==> config.mk <==
export PLATFORM = sky130hd
export DESIGN_NAME = cache_evict_ctrl
export DESIGN_NICKNAME = d
export VERILOG_FILES = /design/src/rtl/cache_evict_ctrl.sv
export SDC_FILE = /design/constraint.sdc
export NUM_CORES = 1
export LEC_CHECK = 0
export BUFFER_PORTS_ARGS = -buffer_cell sky130_fd_sc_hd__buf_2
export CAP_MARGIN = 20
export CORE_MARGIN = 2
export CORE_UTILIZATION = 51
export CTS_CLUSTER_SIZE = 25
export DETAILED_ROUTE_END_ITERATION = 6
export PLACE_DENSITY = 0.79
export SYNTH_ARGS = -nofsm -noshare
export SYNTH_HDL_FRONTEND = slang
export SYNTH_SLANG_ARGS = --single-unit
==> constraint.sdc <==
create_clock -name clk -period 2.2 [get_ports clk]
set_clock_uncertainty 0.05 [all_clocks]
set_input_delay 0.11 -clock clk [delete_from_list [all_inputs] [get_ports clk]]
set_output_delay 0.11 -clock clk [all_outputs]
set_load 0.005 [all_outputs]
==> src/rtl/cache_evict_ctrl.sv <==
// Purpose: miss-service sequencer choosing a victim way, writing back dirty lines, refilling and updating LRU.
// Latency: 4 cycles miss-to-done minimum (IDLE, SELECT, FILL with immediate pmem_resp, UPDATE).
// Backpressure: memory requests are level-held until pmem_resp; miss is held by the datapath until done.
module cache_evict_ctrl #(
    parameter int CNT_W = 16
) (
    input  logic             clk,
    input  logic             rst,
    input  logic             miss,
    input  logic [3:0]       valid,
    input  logic [3:0]       dirty,
    input  logic [1:0]       lru_way,
    input  logic             pmem_resp,
    output logic             lru_read,
    output logic             lru_load,
    output logic [3:0]       lru_hit,
    output logic [1:0]       victim_way,
    output logic             wb_sel,
    output logic             pmem_read,
    output logic             pmem_write,
    output logic [3:0]       way_load,
    output logic             done,
    output logic [CNT_W-1:0] evict_cnt,
    output logic [CNT_W-1:0] wb_cnt
);

    typedef enum logic [2:0] {
        S_IDLE      = 3'd0,
        S_SELECT    = 3'd1,
        S_WRITEBACK = 3'd2,
        S_FILL      = 3'd3,
        S_UPDATE    = 3'd4
    } state_t;

    localparam logic [CNT_W-1:0] CNT_MAX = {CNT_W{1'b1}};

    state_t           state_q, state_d;
    logic [1:0]       victim_q, victim_d;
    logic [CNT_W-1:0] evict_cnt_q, evict_cnt_d;
    logic [CNT_W-1:0] wb_cnt_q, wb_cnt_d;

    logic [1:0]       pick_way;
    logic             pick_found;
    logic             pick_valid;
    logic             pick_dirty;
    logic [3:0]       victim_oh;

    // Victim choice: first empty way wins; LRU only decides when the set is full.
    always_comb begin
        pick_way   = lru_way;
        pick_found = 1'b0;
        for (int i = 0; i < 4; i++) begin
            if (!pick_found && !valid[i]) begin
                pick_way   = 2'(i);
                pick_found = 1'b1;
            end
        end
        pick_valid = valid[pick_way];
        pick_dirty = dirty[pick_way];
        victim_oh  = 4'b0001 << victim_q;
    end

    // State, victim and statistics registers.
    always_ff @(posedge clk or posedge rst) begin
        if (rst) begin
            state_q     <= S_IDLE;
            victim_q    <= 2'd0;
            evict_cnt_q <= '0;
            wb_cnt_q    <= '0;
        end else begin
            state_q     <= state_d;
            victim_q    <= victim_d;
            evict_cnt_q <= evict_cnt_d;
            wb_cnt_q    <= wb_cnt_d;
        end
    end

    // Next-state, victim capture and saturating counter updates.
    always_comb begin
        state_d     = state_q;
        victim_d    = victim_q;
        evict_cnt_d = evict_cnt_q;
        wb_cnt_d    = wb_cnt_q;
        case (state_q)
            S_IDLE: begin
                if (miss) state_d = S_SELECT;
            end
            S_SELECT: begin
                victim_d = pick_way;
                state_d  = (pick_valid && pick_dirty) ? S_WRITEBACK : S_FILL;
                if (pick_valid && (evict_cnt_q != CNT_MAX))
                    evict_cnt_d = evict_cnt_q + CNT_W'(1);
            end
            S_WRITEBACK: begin
                if (pmem_resp) begin
                    state_d = S_FILL;
                    if (wb_cnt_q != CNT_MAX)
                        wb_cnt_d = wb_cnt_q + CNT_W'(1);
                end
            end
            S_FILL: begin
                if (pmem_resp) state_d = S_UPDATE;
            end
            S_UPDATE: begin
                state_d = S_IDLE;
            end
            default: begin
                state_d = S_IDLE;
            end
        endcase
    end

    // Strobes decode from the current state only, so reset clears them at once.
    always_comb begin
        lru_read   = 1'b0;
        lru_load   = 1'b0;
        lru_hit    = 4'b0000;
        wb_sel     = 1'b0;
        pmem_read  = 1'b0;
        pmem_write = 1'b0;
        way_load   = 4'b0000;
        done       = 1'b0;
        case (state_q)
            S_SELECT: begin
                lru_read = 1'b1;
            end
            S_WRITEBACK: begin
                pmem_write = 1'b1;
                wb_sel     = 1'b1;
            end
            S_FILL: begin
                pmem_read = 1'b1;
                if (pmem_resp) way_load = victim_oh;
            end
            S_UPDATE: begin
                lru_load = 1'b1;
                lru_hit  = victim_oh;
                done     = 1'b1;
            end
            default: begin
            end
        endcase
    end

    assign victim_way = victim_q;
    assign evict_cnt  = evict_cnt_q;
    assign wb_cnt     = wb_cnt_q;

endmodule

---- Yosys cells after proc, flatten, opt, wreduce, memory -nomap -nowiden ----
Index checks and enable logic that the tools add are counted.
storage, ports and cells
  memory bits (read-only) ................. 0
  word-level logic and storage cells ...... 54
  bits in writable memories ............... 0
  bits in registers ....................... 37
  latch bits .............................. 0
  memories kept ........................... 0
cells by class
  magnitude comparators ................... 1
  eq/ne operators ......................... 9
  bitwise gates (word level) .............. 0
  reductions and logical operators ........ 14
  mux-type cells .......................... 23
  divide/modulo/power cells ............... 0
  shift-type cells ........................ 1
  multipliers ............................. 0
  add/subtract/negate cells ............... 2
operators with widths
  kind                                                                   number
  16-bit by 1-bit adder with 16-bit output, second input constant        2
  16-bit != test, second input constant                                  2
  4-bit two-way mux                                                      3
  3-bit case mux with 4 select lines                                     1
  1-bit two-way mux                                                      10
  3-bit two-way mux                                                      3
  2-bit two-way mux                                                      4
  3-bit by 2-bit equality test with 1-bit output, second input constant  2
  2-bit != test, second input constant                                   3
  3-bit AND reduction                                                    2
  1-bit logical AND                                                      5
  1-bit logical NOT                                                      5
  1-bit binary-select mux with 2-bit select                              2
  1-bit by 2-bit << shifter with 4-bit output, first input constant      1
  3-bit by 1-bit equality test with 1-bit output, second input constant  1
  3-bit equality test, second input constant                             1
  3-bit logical NOT                                                      1
  2-bit by 3-bit < comparator with 1-bit output, second input constant   1
  2-bit AND reduction                                                    1

---- Logic depth before layout (Yosys ltp) ----
Gate-level depths: netlist of run 1.
  depth in word-level cells ............... 14
  depth in mapped cells ................... 6
  gate-level depth less buffers ........... 6

---- Worst setup path before layout of run 1 ----
No wires, ideal clock.
  kind .................................... register to register
  start ................................... reg evict_cnt_q[0], in the netlist evict_cnt[0]
  end ..................................... reg evict_cnt_q[1], in the netlist evict_cnt[1]
  buffers on the path ..................... 0
  slack ................................... 0.431 ns
  stages on the path, launching flop included .. 6
  clock period less this slack ............ 1.769 ns
  data arrival time ....................... 1.592 ns
  path through ............................ dfrtp_1 ha_1 nand4_2 nor3_4 a21o_1 mux2_1
between the ends
  longest elaborated chain between the ends .. 3
ends and longest elaborated chain
  what                                                                                              line  source
  start, declared                                                                                   39    logic [CNT_W-1:0] evict_cnt_q, evict_cnt_d;
  start signal, assigned                                                                            73    evict_cnt_q <= evict_cnt_d;
  parallel branches: the longest is 3 deep, another holds 16-bit by 1-bit adder with 16-bit output  --
Several ways; the timed one is not identified.
A chain may end at the register's enable or synchronous reset.

---- Final worst setup path of run 1 ----
Ends and elaborated chain as after synthesis.

==> impl_metrics.env, run 1 <==
export IMPL_synth_top_family_by_area="simple AND/OR/NAND/NOR gates"
export IMPL_worst_ep_arrival_time_ns=2.02
export IMPL_die_h_um=68.07
export IMPL_cts_made_buffers=5
export IMPL_p_per_area_mw_per_mm2=803.9
export IMPL_dp_cells=306
export IMPL_synth_xor_area_frac=0.1172
export IMPL_drt_iter0_markers=93
export IMPL_drtAntennaViolNets=0
export IMPL_synth_fa_ha_area_frac=0.01195
export IMPL_cts_resized=0
export IMPL_wl_mm=4.508
export IMPL_cts_hold_buf=1
export IMPL_regArea_um2=925.9
export IMPL_syn_inst=200
export IMPL_diodes=0
export IMPL_fin_cells=315
export IMPL_drv_cap=0
export IMPL_post_route_min_period_ns=1.896
export IMPL_clockRootBuffer="clkbuf_8"
export IMPL_startpoint_type="flop"
export IMPL_hold_viol=0
export IMPL_layout_commonest_cell="buf_2"
export IMPL_rows=23
export IMPL_synthSimpleGateAreaFrac=0.2732
export IMPL_start_util=0.5271
export IMPL_grt_pass1_vias=1578
export IMPL_place_gp_congestion=0.8187
export IMPL_synthMuxAreaShare=0.02630
export IMPL_drc=0
export IMPL_synth_compound_area_frac=0.09145
export IMPL_cts_tree="yes"
export IMPL_htreeDepth=2
export IMPL_synth_cell_types=52
export IMPL_path_clk_slew_ns=0.08
export IMPL_cp_end_kind="flop"
export IMPL_layout_nets=280
export IMPL_tightest_slew_ns=0.4692
export IMPL_grt_util_all_layers=0.2090
export IMPL_ys_seq_area_frac=0.4423
export IMPL_dieArea_mm2=0.004633
export IMPL_hold_class="in2reg"
export IMPL_place_hpwl_mm=3.325
export IMPL_syn_num_nets=216
export IMPL_ys_seq_elements=37
export IMPL_fmax_mhz=527.4
export IMPL_slew_headroom=0.6851
export IMPL_drv_slew=0
export IMPL_numPortBuffers=61
export IMPL_cp_cell_sequence="ha_1, nand4_2, nor3_4, a21o_1, mux2_1"
export IMPL_critPathRequiredTime_ns=2.32
export IMPL_fin_tns_setup_ns=0
export IMPL_rsz0062_at_grt="false"
export IMPL_netlist_area_mm2=0.002093
export IMPL_clock_sinks=37
export IMPL_p_leak_uw=0.001336
export IMPL_cp_slowest_stage_delay_ns=0.40
export IMPL_vias_per_cell=5.657
export IMPL_core_area_mm2=0.003971
export IMPL_ios=62
export IMPL_ir_worst_vdd_uv=580.9
export IMPL_routedWlPerCell_um=14.31
export IMPL_slowest_stage="dfrtp_1"
export IMPL_layout_common_cells="buf_2 (61), dfrtp_1 (37), nand2_1 (16), xnor2_1 (14), xor2_1 (14)"
export IMPL_num_fill_cells=332
export IMPL_cp_buffers_inverters=0
export IMPL_grt_pass1_wl_mm=7.038
export IMPL_critPathKind="reg2reg"
export IMPL_globalRouteOverflowTotal=0
export IMPL_status="finished, final reports clean"
export IMPL_synthToLayoutAreaGrowth_pct=22.06
export IMPL_yosys_warnings=0
export IMPL_crit_family="simple AND/OR/NAND/NOR gates"
export IMPL_multi_input_area_mm2=0.001089
export IMPL_layout_drive_gt1_share=0.3472
export IMPL_clkLatencyLatePin_ns=0.29
export IMPL_die_w_um=68.07
export IMPL_grt_max_degree=38
export IMPL_worstPathMaxFanout=7
export IMPL_clockBufferDepth=2
export IMPL_antenna_found_initial=0
export IMPL_dr_pass1_iters=4
export IMPL_fin_crit_sh=0.8618
export IMPL_postCtsSetupBuffers=0
export IMPL_setup_viol=0
export IMPL_syn_avg_cell_area_um2=10.47
export IMPL_route_vias_total=1782
worst reg2reg max path, cell delays in order, from the launching register on:
cell,delay (ns)
dfrtp_1,0.40
ha_1,0.23
nand4_2,0.20
nor3_4,0.37
a21o_1,0.21
mux2_1,0.32
cells in the mapped netlist, drive strengths merged:
master	n	area, um2
and4bb	1	12.51
o2111ai	2	23.77
mux2	4	45.04
a21o	1	7.510
o22ai	1	6.260
nor4b	1	15.01
nand2	17	66.32
nor3	6	41.29
nand3	12	70.07
mux2i	1	10.01
nand2b	3	18.77
a2111oi	1	15.01
o21ai	5	25.02
dfrtp	37	925.9
nand4	9	77.57
ha	2	25.02
inv	6	22.52
nor4	4	50.05
xnor2	14	122.6
nand4b	1	8.760
o31ai	1	7.510
a211oi	1	7.510
or3	1	11.26
nor2	12	47.55
nor2b	1	6.260
clkbuf	1	7.510
and2	4	27.53
and3	6	37.54
a31oi	2	12.51
and3b	1	8.760
o211ai	4	30.03
buf	6	43.79
a311oi	2	17.52
a21oi	6	30.03
and4	7	63.81
or3b	1	8.760
clkinv	1	5.000
xor2	14	122.6
a221oi	1	8.760
layout make-up:
cell class                      instances  share of cell area
Inverter                                7             0.01077
Timing Repair Buffer                   64              0.1293
Clock inverter                          2             0.01469
Tap cell                               50             0.02449
Clock buffer                            6             0.03232
Sequential cell                        37              0.3624
Multi-Input combinational cell        149              0.4261
power breakdown:
part	internal, uW	switching (uW)
combinational	246	262
sequential	781	154
clock	368	241
total	1400	658
registers in the layout, summed over array words and instances (netlist names):
signal / cells
evict_cnt: 16
victim_way: 2
state_q: 3
wb_cnt: 16
cell families (layout without fill, tap and decap cells):
logic type	count (synthesis)	in the layout
AND/OR/NAND/NOR	87	87
flip-flops	37	37
XOR/XNOR	28	28
AO/OA/AOI/OAI	27	27
buffers and inverters	14	79
multiplexers	5	5
adder cells (fa/ha/maj)	2	2
layer usage:
metal | share of wire | GRT usage
met1 | 0.42 | 0.2521
met2 | 0.49 | 0.3386
met3 | 0.066 | 0.06250
met4 | 0.020 | 0.1050
met5 | 0 | 0
per-stage QoR:
| step | utilization | hold slack (ns) | area [um2] | worst slack, ns | total power [uW] |
|---|---|---|---|---|---|
| after global placement | 0.6106 | 0.1872 | 2425 | 0.3757 | 1434 |
| final | 0.6434 | 0.02810 | 2555 | 0.3040 | 2054 |
| after floorplan | - | 0.1882 | 2093 | 0.4307 | 1262 |
| after CTS | 0.6434 | 0.01254 | 2555 | 0.3053 | 2076 |
| after global routing | 0.6434 | 0.04040 | 2555 | 0.1783 | 2189 |
| after detailed placement | 0.6106 | 0.1951 | 2425 | 0.3109 | 1458 |
worst paths after layout:
kind	slack [ns]	cells after the start	start	endpoint
setup / recovery	0.30	5	evict_cnt[0]	evict_cnt[1]
min in group asynchronous	0.42	4	rst	state_q[0]
setup reg to reg	0.30	5	evict_cnt[0]	evict_cnt[1]
hold / removal	0.03	3	valid[0]	victim_way[0]
hold reg to reg	0.44	1	wb_cnt[13]	wb_cnt[13]
max in group asynchronous	1.35	4	rst	wb_cnt[13]
Power figures use the tool's default switching activity.
==> run 2: changes to the inputs <==
--- a/config.mk
+++ b/config.mk
@@ -8,10 +8,10 @@
 export BUFFER_PORTS_ARGS = -buffer_cell sky130_fd_sc_hd__buf_2
 export CAP_MARGIN = 20
 export CORE_MARGIN = 2
-export CORE_UTILIZATION = 51
+export CORE_UTILIZATION = 46
 export CTS_CLUSTER_SIZE = 25
 export DETAILED_ROUTE_END_ITERATION = 6
-export PLACE_DENSITY = 0.79
+export PLACE_DENSITY = 0.75
 export SYNTH_ARGS = -nofsm -noshare
 export SYNTH_HDL_FRONTEND = slang
 export SYNTH_SLANG_ARGS = --single-unit
==> constraint.sdc (replaced) <==
create_clock -name clk -period 1.7 [get_ports clk]
set_clock_uncertainty 0.05 [all_clocks]
set_input_delay 0.085 -clock clk [delete_from_list [all_inputs] [get_ports clk]]
set_output_delay 0.085 -clock clk [all_outputs]
set_load 0.005 [all_outputs]
==> run 2 against run 1 <==
  * Highest routed layer unchanged
  * Final cell count rose by 8.3%
  * Global-route usage decreased by 1.2 points
  * Register-to-register slack worse by 0.28 ns
  * Maximum frequency increased by 13%
  * Cell area grew 7.7%
==> impl_metrics.env, run 2 (synthesis gave the netlist of run 1 again) <==
export IMPL_critPathRequiredTime_ns=1.83
export IMPL_numPortBuffers=61
export IMPL_crit_start="evict_cnt[1]"
export IMPL_cts_tree="yes"
export IMPL_htreeDepth=2
export IMPL_tightest_slew_ns=0.4545
export IMPL_clkLatencyLatePin_ns=0.29
export IMPL_hold_class="in2reg"
export IMPL_dieArea_mm2=0.005106
export IMPL_layout_nets=304
export IMPL_layout_common_cells="buf_2 (61), dfrtp_1 (37), buf_4 (26), nand2_1 (16)"
export IMPL_rsz0062_at_grt="true"
export IMPL_grt_pass1_wl_mm=7.852
export IMPL_cp_cell_sequence="ha_4, nand4_4, nor3_4, a21o_1, mux2_4"
export IMPL_layout_commonest_cell="buf_2"
export IMPL_route_vias_total=1854
export IMPL_clockBufferDepth=2
export IMPL_wl_met2_mm=2.435
export IMPL_grt_pass1_vias=1731
export IMPL_place_gp_congestion=0.8485
export IMPL_hold_ws_ns=0.009369
export IMPL_met1_length_mm=2.081
export IMPL_rows=24
export IMPL_cp_slowest_stage_delay_ns=0.44
export IMPL_start_util=0.4807
export IMPL_ir_worst_vdd_uv=783.0
export IMPL_fmax_mhz=596.8
export IMPL_layout_drive_gt1_share=0.4152
export IMPL_p_per_area_mw_per_mm2=997.9
export IMPL_status="finished, final reports clean"
export IMPL_min_from="valid[0]"
export IMPL_slowest_stage="dfrtp_1"
export IMPL_startpoint_type="flop"
export IMPL_fin_crit_sh=0.9856
export IMPL_worstReg2RegStart="evict_cnt[1]"
export IMPL_post_route_min_period_ns=1.676
export IMPL_critPathKind="reg2reg"
export IMPL_die_w_um=71.46
export IMPL_cp_end_kind="flop"
export IMPL_hold_viol=0
export IMPL_met3_length_um=279
export IMPL_routedWlPerCell_um=14.20
export IMPL_dr_pass1_iters=4
export IMPL_setup_viol=0
export IMPL_grt_max_degree=38
export IMPL_drv_slew=0
export IMPL_core_area_mm2=0.004354
export IMPL_clockRootBuffer="clkbuf_8"
export IMPL_dp_cells=329
export IMPL_path_clk_slew_ns=0.08
export IMPL_clock_sinks=37
export IMPL_synthToLayoutAreaGrowth_pct=31.44
export IMPL_drt_iter0_markers=125
export IMPL_vias_per_cell=5.437
export IMPL_place_hpwl_mm=3.617
export IMPL_grt_util_all_layers=0.1972
export IMPL_min_path_cells=3
export IMPL_drtAntennaViolNets=0
export IMPL_ios=62
export IMPL_p_leak_uw=0.001465
export IMPL_highest_layer="met4"
export IMPL_rr_worst_depth=5
export IMPL_globalRouteOverflowTotal=0
export IMPL_slew_headroom=0.6970
export IMPL_drc=0
export IMPL_cts_made_buffers=5
export IMPL_worstPathMaxFanout=4
export IMPL_drv_cap=0
export IMPL_antenna_found_initial=0
export IMPL_diodes=0
export IMPL_wl_mm=4.841
export IMPL_die_h_um=71.46
export IMPL_worst_ep_arrival_time_ns=1.81
export IMPL_fin_cells=341
run 2: layout make-up:
type | count | area, um2
Fill cell | 379 | 1603
Multi-Input combinational cell | 149 | 1120
Sequential cell | 37 | 925.9
Timing Repair Buffer | 88 | 510.5
Clock buffer | 7 | 96.34
Tap cell | 52 | 65.06
Inverter | 7 | 28.78
Clock inverter | 1 | 5.005
run 2: worst paths after layout:
kind                                       to  slack (ns)
worst max-delay path             evict_cnt[1]        0.02
worst min-delay path            victim_way[0]       0.009
worst max register to register   evict_cnt[1]        0.02
worst min register to register   evict_cnt[8]        0.44
max in group asynchronous       victim_way[1]        0.90
min in group asynchronous          wb_cnt[13]        0.37
run 2: repair_timing:
item | CTS | global route
endpoints found under the hold margin | 37 | 0
gates resized for setup | 0 | 6
hold buffers | 1 | 0
setup buffers | 0 | 3
endpoints found under the setup margin | 0 | 6
run 2: where the power goes:
group | switching [uW] | internal (uW) | total (uW) | leakage [uW]
combinational | 444 | 460 | 904 | 0.000915
sequential | 155 | 1010 | 1170 | 0.000495
clock | 308 | 366 | 674 | 0.0000542
total | 907 | 1840 | 2750 | 0.00146
run 2: metrics by stage:
step | utilization | TNS (ns) | setup slack (ns) | cell area, um2 | total power [uW]
after floorplan | - | 0 | 0.02277 | 2105 | 1638
after global placement | 0.5963 | 0 | 0.08663 | 2596 | 1997
after detailed placement | 0.5963 | 0 | 0.05503 | 2596 | 2026
after CTS | 0.6218 | 0 | 0.03992 | 2708 | 2712
after global routing | 0.6319 | -0.09515 | -0.04771 | 2751 | 2928
final | 0.6319 | 0 | 0.02442 | 2751 | 2746
run 2: worst max-delay path: cells and delay by family (launching register included):
kind | cells | cell delay (ns)
compound gates | 1 | 0.20
flops | 1 | 0.44
fa+ha+maj | 1 | 0.18
simple gates | 2 | 0.39
mux | 1 | 0.31
run 2: routing by layer:
metal	track usage	up-vias
met2	0.3220	63
met4	0.06709	0
met3	0.05626	4
met5	0	-
met1	0.2525	887
li1	-	900
==> run 3: changes to the inputs <==
--- a/config.mk
+++ b/config.mk
@@ -11,7 +11,7 @@
 export CORE_UTILIZATION = 46
 export CTS_CLUSTER_SIZE = 25
 export DETAILED_ROUTE_END_ITERATION = 6
-export PLACE_DENSITY = 0.75
+export PLACE_DENSITY = 0.82
 export SYNTH_ARGS = -nofsm -noshare
 export SYNTH_HDL_FRONTEND = slang
 export SYNTH_SLANG_ARGS = --single-unit
==> run 3 against run 2 <==
  * The run now ends with setup timing left
  * Maximum frequency down 1.5%
  * Utilization is 0.92 points higher
  * Routed wire length is 5.4% higher
  * Hold slack gained 0.0049 ns
  * Largest cell class unchanged
==> impl_metrics.env, run 3 (synthesis gave the netlist of run 1 again) <==
export IMPL_p_int_uw=1841
export IMPL_rr_worst_depth=5
export IMPL_route_vias_total=1851
export IMPL_violations="setup timing"
export IMPL_rows=24
export IMPL_seqPwrFrac=0.428
export IMPL_cp_end_kind="flop"
export IMPL_numPortBuffers=61
export IMPL_layout_common_cells="buf_2 (61), dfrtp_1 (35), buf_4 (23)"
export IMPL_place_hpwl_mm=3.737
export IMPL_hold_path_end="victim_way[0]"
export IMPL_diodes=0
export IMPL_drv_slew=0
export IMPL_grt_util_all_layers=0.2063
export IMPL_worst_ep_arrival_time_ns=1.82
export IMPL_power_uw=2779
export IMPL_p_sw_frac=0.3375
export IMPL_drc=0
export IMPL_htreeDepth=2
export IMPL_pwr_share_comb=0.328
export IMPL_place_gp_congestion=0.8379
export IMPL_clockRootBuffer="clkbuf_8"
export IMPL_p_switching_uw=937.9
export IMPL_status="finished with violations"
export IMPL_start_util=0.4807
export IMPL_fin_crit_sh=1.001
export IMPL_cts_tree="yes"
export IMPL_cts_made_buffers=5
export IMPL_drv_cap=0
export IMPL_clock_sinks=37
export IMPL_grt_pass1_vias=1765
export IMPL_layout_nets=302
export IMPL_min_from="valid[0]"
export IMPL_setup_viol=1
export IMPL_grt_pass1_wl_mm=8.176
export IMPL_grt_max_degree=38
export IMPL_wl_mm=5.104
export IMPL_clockBufferDepth=2
export IMPL_globalRouteOverflowTotal=0
export IMPL_dieArea_mm2=0.005106
export IMPL_critPathRequiredTime_ns=1.82
export IMPL_dr_pass1_iters=4
export IMPL_die_h_um=71.46
export IMPL_path_clk_slew_ns=0.08
export IMPL_clkLatencyLatePin_ns=0.29
export IMPL_critPathKind="reg2reg"
export IMPL_reg2reg_to="evict_cnt[1]"
export IMPL_rsz0062_at_grt="true"
export IMPL_worstPathMaxFanout=4
export IMPL_startpoint_type="flop"
export IMPL_worst_slack_ns=-0.001128
export IMPL_drt_iter0_markers=90
export IMPL_synthToLayoutAreaGrowth_pct=33.35
export IMPL_slew_headroom=0.6890
export IMPL_p_per_area_mw_per_mm2=995.5
export IMPL_routedWlPerCell_um=15.06
export IMPL_hold_ws_ns=0.01428
export IMPL_post_route_min_period_ns=1.701
export IMPL_ios=62
export IMPL_pwr_share_clk=0.244
export IMPL_tightest_slew_ns=0.4665
export IMPL_min_path_cells=3
export IMPL_hold_viol=0
export IMPL_antenna_found_initial=0
export IMPL_core_area_mm2=0.004354
export IMPL_worstReg2RegStart="evict_cnt[0]"
export IMPL_fmax_mhz=587.8
export IMPL_p_leak_uw=0.001463
export IMPL_die_w_um=71.46
export IMPL_hold_class="in2reg"
export IMPL_reg2reg_slack_ns=-0.001
export IMPL_drtAntennaViolNets=0
export IMPL_layout_commonest_cell="buf_2"
export IMPL_vias_per_cell=5.460
export IMPL_layout_drive_gt1_share=0.4460
export IMPL_ir_worst_vdd_uv=785.5
run 3: area by class of cell:
cell class | instances | area (um2)
flip-flops and latches | 37 | 928.4
clock buffers | 7 | 96.34
fillers | 346 | 1563
well taps | 52 | 65.06
clock inverters | 1 | 5.005
multi-input cells | 149 | 1170
inverters | 7 | 27.53
repair buffers | 86 | 499.2
run 3: worst max-delay path by stage:
stage                             from       endpoint  slack, ns  cells after the start
final                     evict_cnt[0]   evict_cnt[1]     -0.001                      5
after global routing      evict_cnt[0]   evict_cnt[1]       -0.1                      5
after CTS                 evict_cnt[1]   evict_cnt[1]       0.01                      5
after detailed placement    state_q[2]  evict_cnt[15]       0.03                      6
after global placement      state_q[2]   evict_cnt[1]       0.09                      7
after floorplan           evict_cnt[0]   evict_cnt[1]       0.02                      5
run 3: worst max-delay path, stage by stage (launching register included):
cell and delay [ns]:
dfrtp_1 0.44, ha_4 0.19, nand4_4 0.14, nor3_4 0.26, a21o_1 0.18, mux2_1 0.32
run 3: per-layer routing:
layer,vias to the layer above,global-route usage,wire [um],share of wire
met5,-,0,0,0
met4,0,0.1006,133,0.026
li1,897,-,-,-
met2,69,0.3333,2553,0.50
met1,872,0.2575,2133,0.42
met3,13,0.05345,283,0.055
run 3: power groups by stage:
stage          Sequential, uW  Combinational, uW  Clock [uW]
2_1_floorplan            1180                461           0
3_3_place_gp             1160                825           0
3_5_place_dp             1180                852           0
4_1_cts                  1160                860         695
5_1_grt                  1220               1020         733
6_report                 1190                912         677
run 3: what timing repair did:
| item | in CTS | in global routing |
|---|---|---|
| setup buffers | 0 | 2 |
| hold endpoints to repair | 37 | 0 |
| hold buffers | 1 | 0 |
| resized for setup | 0 | 18 |
| setup endpoints to repair | 0 | 14 |
run 3: per-stage QoR:
stage	setup TNS [ns]	worst slack [ns]	std cells	instance area (um2)	utilization
after global placement	0	0.09133	328	2589	0.5945
after CTS	0	0.009828	337	2700	0.6201
after detailed placement	0	0.02866	328	2589	0.5945
final	-0.001128	-0.001128	339	2791	0.6411
after floorplan	0	0.02277	200	2105	-
after global routing	-0.1405	-0.09767	339	2791	0.6411
